===== config.mk =====
export PLATFORM = sky130hd
export DESIGN_NAME = pgm_rom_loader
export DESIGN_NICKNAME = d
export VERILOG_FILES = /design/src/rtl/pgm_pkg.sv /design/src/rtl/pgm_rom_loader.sv
export SDC_FILE = /design/constraint.sdc
export NUM_CORES = 1
export LEC_CHECK = 0
export BUFFER_PORTS_ARGS = -buffer_cell sky130_fd_sc_hd__buf_2
export CAP_MARGIN = 20
export CORE_UTILIZATION = 50
export DETAILED_ROUTE_END_ITERATION = 8
export PLACE_DENSITY = 0.73
export REMOVE_ABC_BUFFERS = 1
export SYNTH_ARGS = -nofsm -noshare
export SYNTH_HDL_FRONTEND = slang
export SYNTH_SLANG_ARGS = --single-unit

===== constraint.sdc =====
create_clock -name clk -period 5.5 [get_ports clk]
set_input_delay 1.1 -clock clk [delete_from_list [all_inputs] [get_ports clk]]
set_output_delay 1.1 -clock clk [all_outputs]
set_load 0.03 [all_outputs]

===== src/rtl/pgm_pkg.sv =====
// rtl/pgm_pkg.sv - shared constants, loader state type and lane helper for the PGM ROM loader
package pgm_pkg;

   localparam logic [28:0] DDR_ROM_BASE   = 29'h0600_0000;
   localparam logic [7:0]  ROM_INDEX_PROG = 8'd0;

   typedef enum logic [1:0] {
      LDR_IDLE,
      LDR_LOAD,
      LDR_FLUSH,
      LDR_DRAIN
   } t_ldr_state;

   // Two byte enables per 16-bit lane, lane 0 in the low bytes.
   function automatic logic [7:0] lane_to_be(input logic [1:0] lane);
      return 8'b0000_0011 << {lane, 1'b0};
   endfunction

endpackage


===== src/rtl/pgm_rom_loader.sv =====
// rtl/pgm_rom_loader.sv - packs ioctl halfwords into 64-bit DDRAM writes with a pack slot and an out slot
module pgm_rom_loader
   import pgm_pkg::*;
#(
   parameter logic [28:0] DDR_BASE  = DDR_ROM_BASE,
   parameter logic [7:0]  ROM_INDEX = ROM_INDEX_PROG,
   parameter logic        BYTE_SWAP = 1'b0
) (
   input  logic        clk,
   input  logic        reset_n,
   input  logic        ioctl_download,
   input  logic        ioctl_wr,
   input  logic [26:0] ioctl_addr,
   input  logic [15:0] ioctl_dout,
   input  logic [7:0]  ioctl_index,
   output logic        ioctl_wait,
   output logic [28:0] ddram_addr,
   output logic [3:0]  ddram_burstcnt,
   output logic [63:0] ddram_din,
   output logic [7:0]  ddram_be,
   output logic        ddram_we,
   input  logic        ddram_busy,
   output logic [23:0] wr_count,
   output logic        load_done
);

   t_ldr_state  state_q, state_d;
   logic        pack_valid_q, pack_valid_d;
   logic [23:0] pack_waddr_q, pack_waddr_d;
   logic [63:0] pack_din_q, pack_din_d;
   logic [7:0]  pack_be_q, pack_be_d;
   logic        out_valid_q, out_valid_d;
   logic [28:0] out_addr_q, out_addr_d;
   logic [63:0] out_din_q, out_din_d;
   logic [7:0]  out_be_q, out_be_d;
   logic [23:0] wr_count_q, wr_count_d;
   logic        load_done_q, load_done_d;

   logic [1:0]  lane;
   logic [23:0] waddr_in;
   logic [15:0] half;
   logic [63:0] lane_din;
   logic [63:0] lane_mask;
   logic [7:0]  lane_be;
   logic [63:0] merge_din;
   logic [7:0]  merge_be;
   logic        wr_accept;
   logic        out_accept;
   logic        out_free;
   logic        move;
   logic [23:0] move_waddr;
   logic [63:0] move_din;
   logic [7:0]  move_be;

   // Halfwords are always aligned, so address bit 0 carries no information.
   logic        unused_addr0;
   assign unused_addr0 = ioctl_addr[0];

   assign ioctl_wait     = out_valid_q & pack_valid_q;
   assign ddram_addr     = out_addr_q;
   assign ddram_burstcnt = 4'd1;
   assign ddram_din      = out_din_q;
   assign ddram_be       = out_be_q;
   assign ddram_we       = out_valid_q;
   assign wr_count       = wr_count_q;
   assign load_done      = load_done_q;

   always_comb begin
      lane      = ioctl_addr[2:1];
      waddr_in  = ioctl_addr[26:3];
      half      = BYTE_SWAP ? {ioctl_dout[7:0], ioctl_dout[15:8]} : ioctl_dout;
      lane_be   = lane_to_be(lane);
      lane_din  = {48'd0, half} << {lane, 4'b0000};
      lane_mask = 64'h0000_0000_0000_FFFF << {lane, 4'b0000};
      merge_be  = pack_be_q | lane_be;
      merge_din = (pack_din_q & ~lane_mask) | lane_din;

      // New data is only taken while a window is open and not being closed out.
      wr_accept  = ioctl_download & ioctl_wr & (ioctl_index == ROM_INDEX) & ~ioctl_wait &
                   ((state_q == LDR_IDLE) | (state_q == LDR_LOAD));
      out_accept = out_valid_q & ~ddram_busy;
      out_free   = ~out_valid_q | out_accept;

      pack_valid_d = pack_valid_q;
      pack_waddr_d = pack_waddr_q;
      pack_din_d   = pack_din_q;
      pack_be_d    = pack_be_q;
      out_valid_d  = out_valid_q & ~out_accept;
      out_addr_d   = out_addr_q;
      out_din_d    = out_din_q;
      out_be_d     = out_be_q;
      move         = 1'b0;
      move_waddr   = pack_waddr_q;
      move_din     = pack_din_q;
      move_be      = pack_be_q;

      if (wr_accept) begin
         if (!pack_valid_q) begin
            pack_valid_d = 1'b1;
            pack_waddr_d = waddr_in;
            pack_din_d   = lane_din;
            pack_be_d    = lane_be;
         end else if (pack_waddr_q == waddr_in) begin
            if (merge_be == 8'hFF) begin
               move         = 1'b1;
               move_din     = merge_din;
               move_be      = merge_be;
               pack_valid_d = 1'b0;
            end else begin
               pack_din_d = merge_din;
               pack_be_d  = merge_be;
            end
         end else begin
            move         = 1'b1;
            pack_waddr_d = waddr_in;
            pack_din_d   = lane_din;
            pack_be_d    = lane_be;
         end
      end else if ((state_q == LDR_FLUSH) && pack_valid_q && out_free) begin
         move         = 1'b1;
         pack_valid_d = 1'b0;
      end

      if (move) begin
         out_valid_d = 1'b1;
         out_addr_d  = DDR_BASE + {5'd0, move_waddr};
         out_din_d   = move_din;
         out_be_d    = move_be;
      end

      state_d     = state_q;
      load_done_d = 1'b0;
      wr_count_d  = wr_count_q;
      if (out_accept && (wr_count_q != 24'hFF_FFFF)) begin
         wr_count_d = wr_count_q + 24'd1;
      end

      case (state_q)
         LDR_IDLE: begin
            if (ioctl_download) begin
               state_d    = LDR_LOAD;
               wr_count_d = 24'd0;
            end
         end
         LDR_LOAD: begin
            if (!ioctl_download) begin
               state_d = pack_valid_q ? LDR_FLUSH : LDR_DRAIN;
            end
         end
         LDR_FLUSH: begin
            if (!pack_valid_q || out_free) begin
               state_d = LDR_DRAIN;
            end
         end
         LDR_DRAIN: begin
            // A re-opened window suppresses the completion pulse of the old one.
            if (!out_valid_q) begin
               if (ioctl_download) begin
                  state_d    = LDR_LOAD;
                  wr_count_d = 24'd0;
               end else begin
                  state_d     = LDR_IDLE;
                  load_done_d = 1'b1;
               end
            end
         end
         default: state_d = LDR_IDLE;
      endcase
   end

   always_ff @(posedge clk or negedge reset_n) begin
      if (!reset_n) begin
         state_q      <= LDR_IDLE;
         pack_valid_q <= 1'b0;
         pack_waddr_q <= 24'd0;
         pack_din_q   <= 64'd0;
         pack_be_q    <= 8'd0;
         out_valid_q  <= 1'b0;
         out_addr_q   <= 29'd0;
         out_din_q    <= 64'd0;
         out_be_q     <= 8'd0;
         wr_count_q   <= 24'd0;
         load_done_q  <= 1'b0;
      end else begin
         state_q      <= state_d;
         pack_valid_q <= pack_valid_d;
         pack_waddr_q <= pack_waddr_d;
         pack_din_q   <= pack_din_d;
         pack_be_q    <= pack_be_d;
         out_valid_q  <= out_valid_d;
         out_addr_q   <= out_addr_d;
         out_din_q    <= out_din_d;
         out_be_q     <= out_be_d;
         wr_count_q   <= wr_count_d;
         load_done_q  <= load_done_d;
      end
   end

endmodule

==> run summary <==
Routed wire length -> 21440 um
Asr flop ratio synth -> 1.000
Final Non-Filler Cells -> 1271
Post-synthesis cell area -> 9759 um^2
Share of layout cells above drive strength 1 -> 0.2789
Max clock buf depth -> 3
Clock Skew -> 0.01019 ns
CTS Hold Bufs -> 0
R2R cell count -> 9
Number of flops mapped to enable cells by yosys -> 0
IO Pins -> 188
Post-synthesis mux area share -> 0.1231
Detail Route Antenna Nets -> 0
H-Tree Depth -> 1
Compound-cell area share of the yosys netlist -> 0.1250
Syn Inst Count -> 842
NumNets Final -> 1055
Crit start category -> primary input
Clock Pin Slew Worst Setup and Hold Paths -> 0.06 ns
DRT iter0 DRCs -> 458
Via Count -> 6810
DRT Pass-1 Iters -> 4
Top-count cell post-synth -> dfrtp_1
Synth area leaders -> dfrtp_1, mux2i_1, a22o_1, mux2_2, nor2_1
Most used flip-flop cell after synthesis -> dfrtp_1
Cts repair resizes -> 0
Die ar. -> 20080 um^2
Hpwl dp -> 13620 um
Max-Cap Viols -> 0
Layout area overhead -> 18.27%
Drt wl/cell -> 16.87 um
Largest net degree at the start of global routing -> 122
Endpoints failing setup -> 0
Seq/Total Area, Yosys -> 0.5692
Initial antenna violation count -> 0
Residual DRC -> 0
RSZ-0062 raised after global routing -> no
TritonCTS clock tree -> done
GRT Total Usage -> 0.2182
Outcome -> complete, no violations
Initial Util -> 0.5166
CTS Buf Count -> 24
Number of different library cells in the post-synthesis netlist -> 46
Worst path max stage delay -> 0.80 ns
Post-Synth Simple-Gate Area -> 0.09500
Die Ht -> 141.7 um
Final Hold Violating Endpoints -> 0
Leading area contributor after synthesis -> dfrtp_1
Met3 wire len -> 979 um
Pleak -> 6.032 nW
Row count -> 50
Yosys reg bits -> 222
CTS Root Cell -> clkbuf_16
Worst hold-check path type -> reg -> reg
Core area -> 18890 um^2
Vias in the first global route -> 6487
Maximum vdd drop -> 0.0002598 V
First-pass GRT wire length -> 34580 um
Synth Area per Inst -> 11.59 um^2
GP Congestion -> 0.8138
Commonest cells in the netlist -> dfrtp_1, nor2_1, a21oi_1, mux2i_1, a22o_1
Final Critical Period -> 3.497 ns
Port Buf Inserts -> 179
Inserted Diodes -> 0
Critical Path RT -> 5.90 ns
Largest family of logic cells by synthesized area -> compound AO/OA/AOI/OAI gates
Critical Path Fanout Max -> 39
DR top layer -> met4
Grt total ovfl -> 0
Crit Path Category -> in -> reg
Ys Warns -> 0
Clock Latency Late Sink -> 0.51 ns
Placed insts -> 1228
Vias per cell -> 5.358
Clk sinks -> 222
Crit path arrival time -> 3.90 ns
WHS Path Cells -> 1
Worst slew pin tran -> 1.006 ns
Max_slew headroom -> 0.3260
Max Freq -> 0.2859 GHz
Final period util -> 0.6358
DR WL met2 -> 10360 um
Cell area power density -> 435.6 nW/um^2
Post-Synth Adder-Cell Area -> 0.006410
Die extent in x -> 141.7 um
Final Max Tran Viols -> 0
Setup TNS -> 0 ns
CP cell instances -> buf_2 -> nor4_1 -> and4_1 -> o21ai_0 -> a31oi_4 -> buf_4 -> nor2_1 -> a31oi_1
Postcts setup bufs -> 0
Crit. End Element -> register
Critical path's slowest cell -> a31oi_4
DRT met1 WL -> 9789 um
Share of the synthesized area in the top cell type -> 0.5692
Xor-xnor portion of the synthesized cell area -> 0.03679
[cell families after synthesis]
| family | Yosys count |
|---|---|
| compound gates | 176 |
| xor+xnor | 41 |
| fa+ha+maj | 5 |
| buf+inv | 85 |
| flops | 222 |
| mux | 114 |
| other cells | 2 |
| simple gates | 197 |
[metal layers]
layer	vias to the layer above	global-route usage
li1	3267	-
met1	3369	0.3080
met2	149	0.3591
met3	25	0.03544
met4	0	0.04075
met5	-	0
[power breakdown]
group          total (mW)  switching (mW)  leakage, nW  internal, mW
clock network        1.56           0.626        0.375         0.933
registers            2.09           0.160         2.96          1.93
logic                1.38           0.977         2.69         0.406
[worst max-delay path: cells and delay by family]
| kind | cells | cell delay, ns |
|---|---|---|
| AOI/OAI and AO/OA | 3 | 1.17 |
| and+or+nand+nor | 3 | 1.04 |
| buffers and inverters | 2 | 0.58 |
[registers in the layout, summed over array words and instances (netlist names), 2 cells and up]
register and count:
wr_count 24, state_q 2, pack_be_q 8, ddram_din 64, pack_din_q 64, move_waddr 24
ddram_addr 25, ddram_be 8
[metrics by stage]
step	area [um^2]	power (mW)	hold WS, ns	setup WS (ns)	utilization
final	11540	5.028	0.4793	2.003	0.6109
after global routing	11540	5.274	0.5064	1.722	0.6109
after CTS	11540	5.085	0.4857	1.988	0.6109
after detailed placement	10770	3.508	0.4711	1.452	0.5701
after global placement	10770	3.483	0.4682	1.536	0.5701
after floorplan	9412	3.025	0.4658	-1.091	-
[final cells by class]
type | count | area [um^2]
Multi-Input combinational cell | 540 | 3816
Timing Repair Buffer | 190 | 1013
Clock buffer | 36 | 706.9
Clock inverter | 7 | 65.06
Fill cell | 1636 | 7351
Sequential cell | 222 | 5555
Tap cell | 260 | 325.3
Inverter | 16 | 60.06
[final timing paths]
kind / from / endpoint / slack, ns
max in group asynchronous: reset_n / wr_count[19] / 3.57
worst max register to register: state_q[0] / ddram_be[3] / 2.26
min in group asynchronous: reset_n / wr_count[23] / 0.67
worst max-delay path: ioctl_index[5] / ddram_be[3] / 2.00
worst min register to register: ddram_addr[25] / ddram_addr[25] / 0.48
worst min-delay path: ddram_addr[25] / ddram_addr[25] / 0.48
[layout by cell type (no fill, tap or decap), types with 2 or more instances in the layout]
| cell type | n |
|---|---|
| dfrtp_1 | 222 |
| buf_2 | 178 |
| nor2_1 | 106 |
| a21oi_1 | 69 |
| mux2i_1 | 66 |
| a22o_1 | 64 |
| mux2_2 | 45 |
| xnor2_1 | 34 |
| clkbuf_16 | 25 |
| nand4_1 | 20 |
| nand2_1 | 20 |
| inv_1 | 16 |
| nor3_1 | 12 |
| a31oi_1 | 12 |
| a21o_1 | 11 |
| buf_4 | 9 |
| nand3_1 | 8 |
| xor2_1 | 7 |
| conb_1 | 7 |
| clkbuf_1 | 7 |
| o21ai_0 | 6 |
| nor4_1 | 5 |
| and3_1 | 5 |
| ha_1 | 5 |
| or3_1 | 4 |
| o21ai_2 | 4 |
| clkbuf_8 | 4 |
| clkinv_2 | 4 |
| nand2b_1 | 3 |
| o211a_1 | 3 |
| mux2_1 | 3 |
| or4_1 | 2 |
| a211oi_1 | 2 |
| nor2b_1 | 2 |
| nor2b_2 | 2 |
| clkinvlp_4 | 2 |
| buf_12 | 2 |
(Power assumes the default switching activity.)
